--- config.mk ---
export PLATFORM = sky130hd
export DESIGN_NAME = pe_feeder_flat
export DESIGN_NICKNAME = d
export VERILOG_FILES = /design/src/rtl/pe_feeder_if.sv /design/src/rtl/pe_feeder.sv /design/src/flat_wrapper.sv
export SDC_FILE = /design/constraint.sdc
export NUM_CORES = 1
export LEC_CHECK = 0
export ABC_AREA = 1
export CAP_MARGIN = 10
export CELL_PAD_IN_SITES_DETAIL_PLACEMENT = 0
export CELL_PAD_IN_SITES_GLOBAL_PLACEMENT = 1
export CORE_MARGIN = 2
export CORE_UTILIZATION = 48
export DETAILED_ROUTE_END_ITERATION = 16
export GPL_TIMING_DRIVEN = 0
export PLACE_DENSITY = 0.82
export SLEW_MARGIN = 20
export SYNTH_ARGS = -nofsm -noshare
export SYNTH_HDL_FRONTEND = slang
export SYNTH_SLANG_ARGS = --single-unit
--- constraint.sdc ---
create_clock -name clk -period 2.8 [get_ports clk]
set_clock_uncertainty 0.05 [all_clocks]
set_input_delay 0.7 -clock clk [delete_from_list [all_inputs] [get_ports clk]]
set_output_delay 0.7 -clock clk [all_outputs]
set_load 0.05 [all_outputs]
--- src/rtl/pe_feeder_if.sv ---
// Host write/start, PE stream and result signals of one pe_feeder.
// slave is the feeder's view; master is the host/PE side.
interface pe_feeder_if #(
  parameter int DATA_W = 8
);
  logic              wr_en;
  logic              wr_sel;
  logic [3:0]        wr_addr;
  logic [DATA_W-1:0] wr_data;
  logic              start;
  logic              busy;
  logic              ovf;
  logic [DATA_W-1:0] pe_in;
  logic [DATA_W-1:0] pe_filter;
  logic              pe_vld;
  logic              pe_clr;
  logic [DATA_W-1:0] pe_out;
  logic [DATA_W-1:0] res_data;
  logic              res_valid;

  modport slave (
    input  wr_en, wr_sel, wr_addr, wr_data, start, pe_out,
    output busy, ovf, pe_in, pe_filter, pe_vld, pe_clr, res_data, res_valid
  );

  modport master (
    output wr_en, wr_sel, wr_addr, wr_data, start, pe_out,
    input  busy, ovf, pe_in, pe_filter, pe_vld, pe_clr, res_data, res_valid
  );
endinterface

--- src/rtl/pe_feeder.sv ---
// Double-buffered 3x3 window/filter sequencer: streams TAPS act/weight pairs
// to one PE, then captures the PE's result PE_LAT cycles after the last pair.
module pe_feeder #(
  parameter int DATA_W = 8,
  parameter int TAPS   = 9,
  parameter int PE_LAT = 1
) (
  input  logic         clk,
  input  logic         rst,
  pe_feeder_if.slave   bus
);
  localparam int TAP_W = $clog2(TAPS + 1);

  typedef enum logic [1:0] {IDLE, STREAM, WAIT} state_e;
  typedef logic [TAPS-1:0][DATA_W-1:0] buf_t;

  state_e            state_q;
  logic [TAP_W-1:0]  tap_q;
  logic [2:0]        wcnt_q;
  logic              pend_q, ovf_q, busy_q;
  buf_t              act_stg_q, wgt_stg_q, act_act_q, wgt_act_q;
  logic [DATA_W-1:0] pe_in_q, pe_filter_q, res_data_q;
  logic              pe_vld_q, pe_clr_q, res_valid_q;

  logic wr_ok, last_tap, wait_done, launch;

  always_comb begin
    wr_ok     = bus.wr_en && (32'(bus.wr_addr) < TAPS);
    last_tap  = (state_q == STREAM) && (tap_q == TAP_W'(TAPS));
    wait_done = (state_q == WAIT) && (wcnt_q == '0);
    // A request queued on the very exit cycle is still served from IDLE.
    launch    = ((state_q == IDLE) && (bus.start || pend_q)) ||
                (wait_done && pend_q);
  end

  always_ff @(posedge clk) begin
    if (rst) begin
      state_q     <= IDLE;
      tap_q       <= '0;
      wcnt_q      <= '0;
      pend_q      <= 1'b0;
      ovf_q       <= 1'b0;
      busy_q      <= 1'b0;
      act_stg_q   <= '0;
      wgt_stg_q   <= '0;
      act_act_q   <= '0;
      wgt_act_q   <= '0;
      pe_in_q     <= '0;
      pe_filter_q <= '0;
      pe_vld_q    <= 1'b0;
      pe_clr_q    <= 1'b0;
      res_data_q  <= '0;
      res_valid_q <= 1'b0;
    end else begin
      pe_in_q     <= '0;
      pe_filter_q <= '0;
      pe_vld_q    <= 1'b0;
      pe_clr_q    <= 1'b0;
      res_valid_q <= 1'b0;

      if (wr_ok) begin
        if (bus.wr_sel) wgt_stg_q[bus.wr_addr] <= bus.wr_data;
        else            act_stg_q[bus.wr_addr] <= bus.wr_data;
      end

      if (bus.start && (state_q != IDLE)) begin
        if (pend_q) ovf_q  <= 1'b1;
        else        pend_q <= 1'b1;
      end

      case (state_q)
        STREAM: begin
          if (last_tap) begin
            state_q <= WAIT;
            wcnt_q  <= 3'(PE_LAT - 1);
          end else begin
            pe_vld_q    <= 1'b1;
            pe_clr_q    <= (tap_q == '0);
            pe_in_q     <= act_act_q[tap_q];
            pe_filter_q <= wgt_act_q[tap_q];
            tap_q       <= tap_q + 1'b1;
          end
        end
        WAIT: begin
          if (wait_done) begin
            res_data_q  <= bus.pe_out;
            res_valid_q <= 1'b1;
            if (!pend_q) begin
              state_q <= IDLE;
              busy_q  <= 1'b0;
            end
          end else begin
            wcnt_q <= wcnt_q - 1'b1;
          end
        end
        default: ;
      endcase

      // Tap 0 is issued straight from staging so it lands in the first cycle.
      if (launch) begin
        act_act_q   <= act_stg_q;
        wgt_act_q   <= wgt_stg_q;
        pe_in_q     <= act_stg_q[0];
        pe_filter_q <= wgt_stg_q[0];
        pe_vld_q    <= 1'b1;
        pe_clr_q    <= 1'b1;
        tap_q       <= TAP_W'(1);
        pend_q      <= 1'b0;
        state_q     <= STREAM;
        busy_q      <= 1'b1;
      end
    end
  end

  assign bus.busy      = busy_q;
  assign bus.ovf       = ovf_q;
  assign bus.pe_in     = pe_in_q;
  assign bus.pe_filter = pe_filter_q;
  assign bus.pe_vld    = pe_vld_q;
  assign bus.pe_clr    = pe_clr_q;
  assign bus.res_data  = res_data_q;
  assign bus.res_valid = res_valid_q;
endmodule

--- src/flat_wrapper.sv ---
// flat-port wrapper written by rule: the top's interface ports become plain ports
module pe_feeder_flat 
#(
  parameter int DATA_W = 8,
  parameter int TAPS   = 9,
  parameter int PE_LAT = 1
)
  (clk, rst, bus_wr_en, bus_wr_sel, bus_wr_addr, bus_wr_data, bus_start, bus_pe_out, bus_busy, bus_ovf, bus_pe_in, bus_pe_filter, bus_pe_vld, bus_pe_clr, bus_res_data, bus_res_valid);
  pe_feeder_if #(.DATA_W(DATA_W)) bus_i ();
  input  logic clk;
  input  logic rst;
  input wire logic [$bits(bus_i.wr_en)-1:0] bus_wr_en;
  input wire logic [$bits(bus_i.wr_sel)-1:0] bus_wr_sel;
  input wire logic [$bits(bus_i.wr_addr)-1:0] bus_wr_addr;
  input wire logic [$bits(bus_i.wr_data)-1:0] bus_wr_data;
  input wire logic [$bits(bus_i.start)-1:0] bus_start;
  input wire logic [$bits(bus_i.pe_out)-1:0] bus_pe_out;
  output wire logic [$bits(bus_i.busy)-1:0] bus_busy;
  output wire logic [$bits(bus_i.ovf)-1:0] bus_ovf;
  output wire logic [$bits(bus_i.pe_in)-1:0] bus_pe_in;
  output wire logic [$bits(bus_i.pe_filter)-1:0] bus_pe_filter;
  output wire logic [$bits(bus_i.pe_vld)-1:0] bus_pe_vld;
  output wire logic [$bits(bus_i.pe_clr)-1:0] bus_pe_clr;
  output wire logic [$bits(bus_i.res_data)-1:0] bus_res_data;
  output wire logic [$bits(bus_i.res_valid)-1:0] bus_res_valid;
  assign bus_i.wr_en = bus_wr_en;
  assign bus_i.wr_sel = bus_wr_sel;
  assign bus_i.wr_addr = bus_wr_addr;
  assign bus_i.wr_data = bus_wr_data;
  assign bus_i.start = bus_start;
  assign bus_i.pe_out = bus_pe_out;
  assign bus_busy = bus_i.busy;
  assign bus_ovf = bus_i.ovf;
  assign bus_pe_in = bus_i.pe_in;
  assign bus_pe_filter = bus_i.pe_filter;
  assign bus_pe_vld = bus_i.pe_vld;
  assign bus_pe_clr = bus_i.pe_clr;
  assign bus_res_data = bus_i.res_data;
  assign bus_res_valid = bus_i.res_valid;
  pe_feeder #(.DATA_W(DATA_W), .TAPS(TAPS), .PE_LAT(PE_LAT)) u_core (.clk(clk), .rst(rst), .bus(bus_i));
endmodule
## Word-level counts from Yosys, hierarchy flattened

Index checks and enable logic that the tools add are counted.

| cells by class | value |
|---|---|
| $add $sub $neg | 2 |
| multiplexer cells | 36 |
| order comparisons | 4 |
| eq/ne operators | 12 |
| bitwise operators | 3 |
| reductions and logical operators | 30 |

Operators by type and width:

| cell | count |
|---|---|
| $bwmux W72 | 2 |
| $mux W8 | 9 |
| $bmux W8 S4 | 2 |
| $demux W8 S4 | 1 |
| $mux W1 | 15 |
| $reduce_and A2 Y1 | 6 |
| $lt A4 B5 Y1 const B | 2 |
| $reduce_bool A2 Y1 | 5 |
| $ne A2 B2 Y1 const B | 4 |
| $reduce_and A4 Y1 | 2 |
| $logic_and A1 B1 Y1 | 7 |
| $mux W2 | 3 |
| $mux W3 | 2 |
| $ne A3 B1 Y1 const B | 2 |
| $pmux W3 S2 | 1 |
| $reduce_and A3 Y1 | 2 |
| $add A4 B1 Y4 const B | 1 |
| $eq A4 B4 Y1 const B | 1 |
| $ge A4 B1 Y1 const B | 1 |
| $logic_not A4 Y1 | 1 |
| $lt A4 B4 Y1 const B | 1 |
| $ne A2 B1 Y1 const B | 2 |
| $pmux W2 S2 | 1 |
| $reduce_or A2 Y1 | 2 |
| 9 further kinds | 12 |

| word-level totals | value |
|---|---|
| output and inout port bits | 29 |
| word-level logic and storage cells | 137 |
| input bits | 25 |
| flip-flop bits (word level) | 327 |

## Logic depth before layout (Yosys ltp)

Gate-level depths: netlist of the first run.

| depth | value |
|---|---|
| depth in word-level cells | 6 |
| gate-level depth with buffers | 9 |
| gate-level depth less buffers | 9 |

## Worst setup path before layout of the first run

OpenSTA, ideal clock, no wires.

| timing path | value |
|---|---|
| path kind | register to register |
| from | reg u_core.tap_q[1] |
| to | reg u_core.pe_in_q[4], in the netlist u_core.bus.pe_in[4] |
| required time | 2.692 ns |
| setup time | 0.058 ns |
| setup slack | 1.053 ns |
| path buffers | 2 |
| stages on the path, launching flop included | 10 |
| data arrival time | 1.639 ns |
| period minus slack after synthesis | 1.747 ns |
| cells stage by stage | dfxtp_1 > clkinv_1 > clkbuf_1 > ha_1 > nand3_1 > nand2_2 > nor2_4 > buf_4 > nand3_1 > nand2_1 |

| on the way | value |
|---|---|
| longest elaborated chain between the ends | 5 |
| elaborated cells on any way between the ends | 7 |
| those cells by class | 1 x eq/ne; 5 x mux; 1 x reduce/logical |

RTL lines:

| item | RTL line | RTL |
|---|---|---|
| from (decl) | pe_feeder.sv:18 | `logic [TAP_W-1:0] tap_q;` |
| from (signal assigned) | pe_feeder.sv:81 | `tap_q <= tap_q + 1'b1;` |
| $bmux W8 S4 / $eq A4 B4 Y1 (equally long branches) | pe_feeder.sv:79, pe_feeder.sv:29 |  |
| $mux W8 (implied by the code) / $logic_and A1 B1 Y1 (equally long branches) | pe_feeder.sv:79, pe_feeder.sv:29 |  |
| $mux W8 * | pe_feeder.sv:73 | `if (last_tap) begin` |
| $mux W8 * | pe_feeder.sv:71 | `case (state_q)` |
| $mux W8 * | pe_feeder.sv:100 | `if (launch) begin` |
| to (signal assigned) | pe_feeder.sv:79 | `pe_in_q <= act_act_q[tap_q];` |
| to (signal assigned) | pe_feeder.sv:103 | `pe_in_q <= act_stg_q[0];` |
| to (decl) | pe_feeder.sv:22 | `logic [DATA_W-1:0] pe_in_q, pe_filter_q, res_data_q;` |

Mark *: on every way between the ends. The rest lies on a longest branch, timed or not. The select of a mux whose other input is x is not followed.
A chain may end at the register's enable or synchronous reset.

## Worst setup path after layout of the first run

| timing path | value |
|---|---|
| from | reg u_core.tap_q[1] |
| to | reg u_core.pe_in_q[6], in the netlist u_core.bus.pe_in[6] |

Same word-level chain as after synthesis.

==> results.md, run 1 <==
* Run status: finished clean
* DRC violations left at 0
* Worst-path clk slew at 0.06 ns
* Total CTS buffers at 35
* Setup bufs post-CTS at 0
* Clock root cell: clkbuf_16
* M2 GR Usage at a little under half
* PortBufs at 43
* Max clock buf depth at 3
* Post-Syn Nets at 1895
* Skew-Pair Late Insertion Delay at between 0.5 and 0.6 ns
* Slowest stage cell, crit path: clkbuf_1
* Seq/Total Area, Yosys at 48.8%
* Die Area at 0.0293 mm2
* Element type at the critical path end: register
* Pint at just under 8 mW
* WP data required at about 3.2 ns
* Actual slew at the worst max-slew pin at slightly above 1 ns
* CP Class: reg -> reg
* IO Count at 54
* Max Freq at a little under 400 MHz
* Dpl cells at ~2300
* Site Rows at roughly 60
* Finish-stage setup viols at 0
* Worst VDD drop at about 0.48 mV
* Starting Density at roughly half
* Met1 usage at between 30% and 40%
* Final hold violations at 0
* Final worst path period share at 91.8%
* Global Route met3 Usage at ~5.6%
* HPWL Detailed at 29200 um
* Die H at 171 um
* Nets at slightly below 2000
* Max Transition Viols Final at 0
* Largest net degree at the start of global routing at 14
* Antenna Nets Post-Route at 0
* Syn_area_per_cell at just over 7 um2
* Total net switching power at about 2.8 mW
* Vias at about 12000
* Resize count post-CTS at 0
* CP Data Arrival Time at 2.97 ns
* Area growth syn-to-layout at 15.4%
* #FFs+latches synth at ~330
* Critical Path Fanout Max at 11
* P_leak at approximately 7.1 nW
* Cell Area, Synth at 0.0134 mm2
* Grt total ovfl at 0
* Post-synthesis cell count at ~1900
* Design area at between 0.015 and 0.02 mm2
* Number of global-route vias before repair at roughly 11000
* GRT busiest layer: met2
* CP Launch Type: register
* Buf/Inv on CP at 3
* Place WS at -0.215 ns
* Sequential share of power at between 40% and 50%
* Switching share of power at approximately a quarter
* Critical path cell sequence: clkinv_1, clkbuf_1, ha_1, nand3_1, nand2_2, nor2_4, buf_4, nand3_1, nand2_1
* Placement Cell Area at between 0.01 and 0.015 mm2
* Cell Pwr Density at between 600 and 700 mW/mm2
* Inserted Diodes at 0
* Total power at ~11 mW
* Fin cells at ~2300
* Routed WL at slightly above 40000 um
* Final Critical Period at ~2.6 ns
* Max stage delay on crit path at approximately 0.40 ns
* Sink Count at 327
* Die W at 171 um
* Core region area at 0.0276 mm2
* Vias per cell at ~5.0
* First-pass GRT wire length at around 62000 um
* Clk network pwr share at 44.5%
* GRT Total Usage at 28.1%
* Worst Hold Class: reg -> reg
* Unrepaired setup endpoints after global routing: false
* WL per Instance at between 15 and 20 um
* Clock tree from TritonCTS: done
* Most used cell, CP: nand3_1
* Max_cap viols at 0
* Setup ws final at around 0.23 ns
* Fraction of layout cells with a size suffix above 1 at about 7.0%
* CTS H-Tree Depth at 2
* Hold Buf Count CTS at 0
* Setup TNS at 0 ns
* Synth warn at 0
* Initial antenna violation count at 0
* Delay-heaviest family, CP: buffers and inverters
* Gate power share at between 10% and 20%
* Detailed router's first-iteration violation count at between 1000 and 1500
* Netlist cell types at 33
* Gpl congestion at 0.890
* TritonRoute pass-1 iters at 5
* Max-slew headroom at between 30% and 40%
routing by layer:
layer,vias to the layer above,wire (um)
li1,5895,-
met5,-,0
met2,385,18400
met1,5386,18300
met4,0,969
met3,59,3400
layout by cell type (no fill, tap or decap), types with 8 or more instances in the layout:
| cell | instances |
|---|---|
| a21oi_1 | 9 |
| nand2_1 | 513 |
| clkdlybuf4s50_1 | 43 |
| nor2_1 | 321 |
| clkbuf_16 | 37 |
| o21ai_1 | 8 |
| nand4_4 | 10 |
| o211ai_1 | 30 |
| clkbuf_1 | 61 |
| nand3_1 | 72 |
| ha_1 | 8 |
| dfxtp_1 | 327 |
| o21ai_0 | 70 |
| clkbuf_8 | 8 |
| buf_6 | 14 |
| o22ai_1 | 79 |
| inv_1 | 257 |
| nand4_1 | 21 |
| buf_2 | 35 |
flip-flops by register name, summed over array words and instances, names as in the netlist:
name / count
u_core.act_act_q: 72
u_core.act_stg_q: 72
u_core.bus.busy: 1
u_core.bus.ovf: 1
u_core.bus.pe_clr: 1
u_core.bus.pe_filter: 8
u_core.bus.pe_in: 8
u_core.bus.pe_vld: 1
u_core.bus.res_data: 8
u_core.bus.res_valid: 1
u_core.pend_q: 1
u_core.state_q: 2
u_core.tap_q: 4
u_core.wcnt_q: 3
u_core.wgt_act_q: 72
u_core.wgt_stg_q: 72
path summary, 6_finish.rpt:
check | start | endpoint | slack, ns | cells past startpoint
worst max-delay path | u_core.tap_q[1]$_SDFFE_PP0P_ | u_core.bus.pe_in[6]$_SDFF_PP0_ | 0.23 | 9
worst min-delay path | u_core.act_act_q[50]$_SDFFE_PP0P_ | u_core.act_act_q[50]$_SDFFE_PP0P_ | 0.41 | 2
worst max register to register | u_core.tap_q[1]$_SDFFE_PP0P_ | u_core.bus.pe_in[6]$_SDFF_PP0_ | 0.23 | 9
worst min register to register | u_core.act_act_q[50]$_SDFFE_PP0P_ | u_core.act_act_q[50]$_SDFFE_PP0P_ | 0.41 | 2
worst reg2reg max path, stage by stage, from the launching register on:
cell,delay [ns]
dfxtp_1,0.36
clkinv_1,0.36
clkbuf_1,0.41
ha_1,0.29
nand3_1,0.11
nand2_2,0.16
nor2_4,0.29
buf_4,0.25
nand3_1,0.14
nand2_1,0.09
final cells by class:
cell class / count / area (um2)
Buffer: 111 / 609
Clock buffer: 55 / 1070
Clock inverter: 8 / 95.1
Fill cell: 2743 / 12100
Inverter: 263 / 992
Multi-Input combinational cell: 1161 / 5270
Sequential cell: 327 / 6550
Tap cell: 378 / 473
Timing Repair Buffer: 43 / 430
power groups by stage:
stage	Clock, mW	Combinational [mW]	Sequential (mW)
global placement	0	1.13	4.83
detailed placement	0	1.14	4.83
global route	4.94	1.24	4.73
finish	4.71	1.15	4.73
floorplan	0	0.652	4.89
CTS	4.76	1.14	4.73
cell families after synthesis:
kind of cell    share of synthesized area [%]
compound gates                           8.67
xor+xnor                               0.0653
fa+ha+maj                               0.746
buf+inv                                  11.9
flops                                    48.8
simple gates                             29.8
per-stage QoR:
step                      hold slack [ns]  util (%)
after floorplan                     0.376         -
after global placement              0.389      51.8
after detailed placement            0.394      51.8
after CTS                           0.406      56.0
after global routing                0.426      56.0
final                               0.409      56.0
synthesized netlist by cell type (all sizes together):
cell type	count	area (um2)
ha	8	100
a21oi	9	45.0
o21ai	78	390
dfxtp	327	6550
or2	1	6.26
xor2	1	8.76
nor2	329	1260
o22ai	79	494
o211ai	30	225
nor3	2	21.3
nand2	516	1950
nand3	73	370
nand4	34	382
o21a	1	7.51
clkinv	2	7.51
clkbuf	51	191
buf	60	418
inv	261	985
(Power assumes the default switching activity.)
==> inputs of run 2 (changes only) <==
--- a/config.mk
+++ b/config.mk
@@ -14,7 +14,6 @@
 export DETAILED_ROUTE_END_ITERATION = 16
 export GPL_TIMING_DRIVEN = 0
 export PLACE_DENSITY = 0.82
-export SLEW_MARGIN = 20
 export SYNTH_ARGS = -nofsm -noshare
 export SYNTH_HDL_FRONTEND = slang
 export SYNTH_SLANG_ARGS = --single-unit
==> results of run 2 <==
No change in the layout: final DEF, timing and power equal those of run 1.
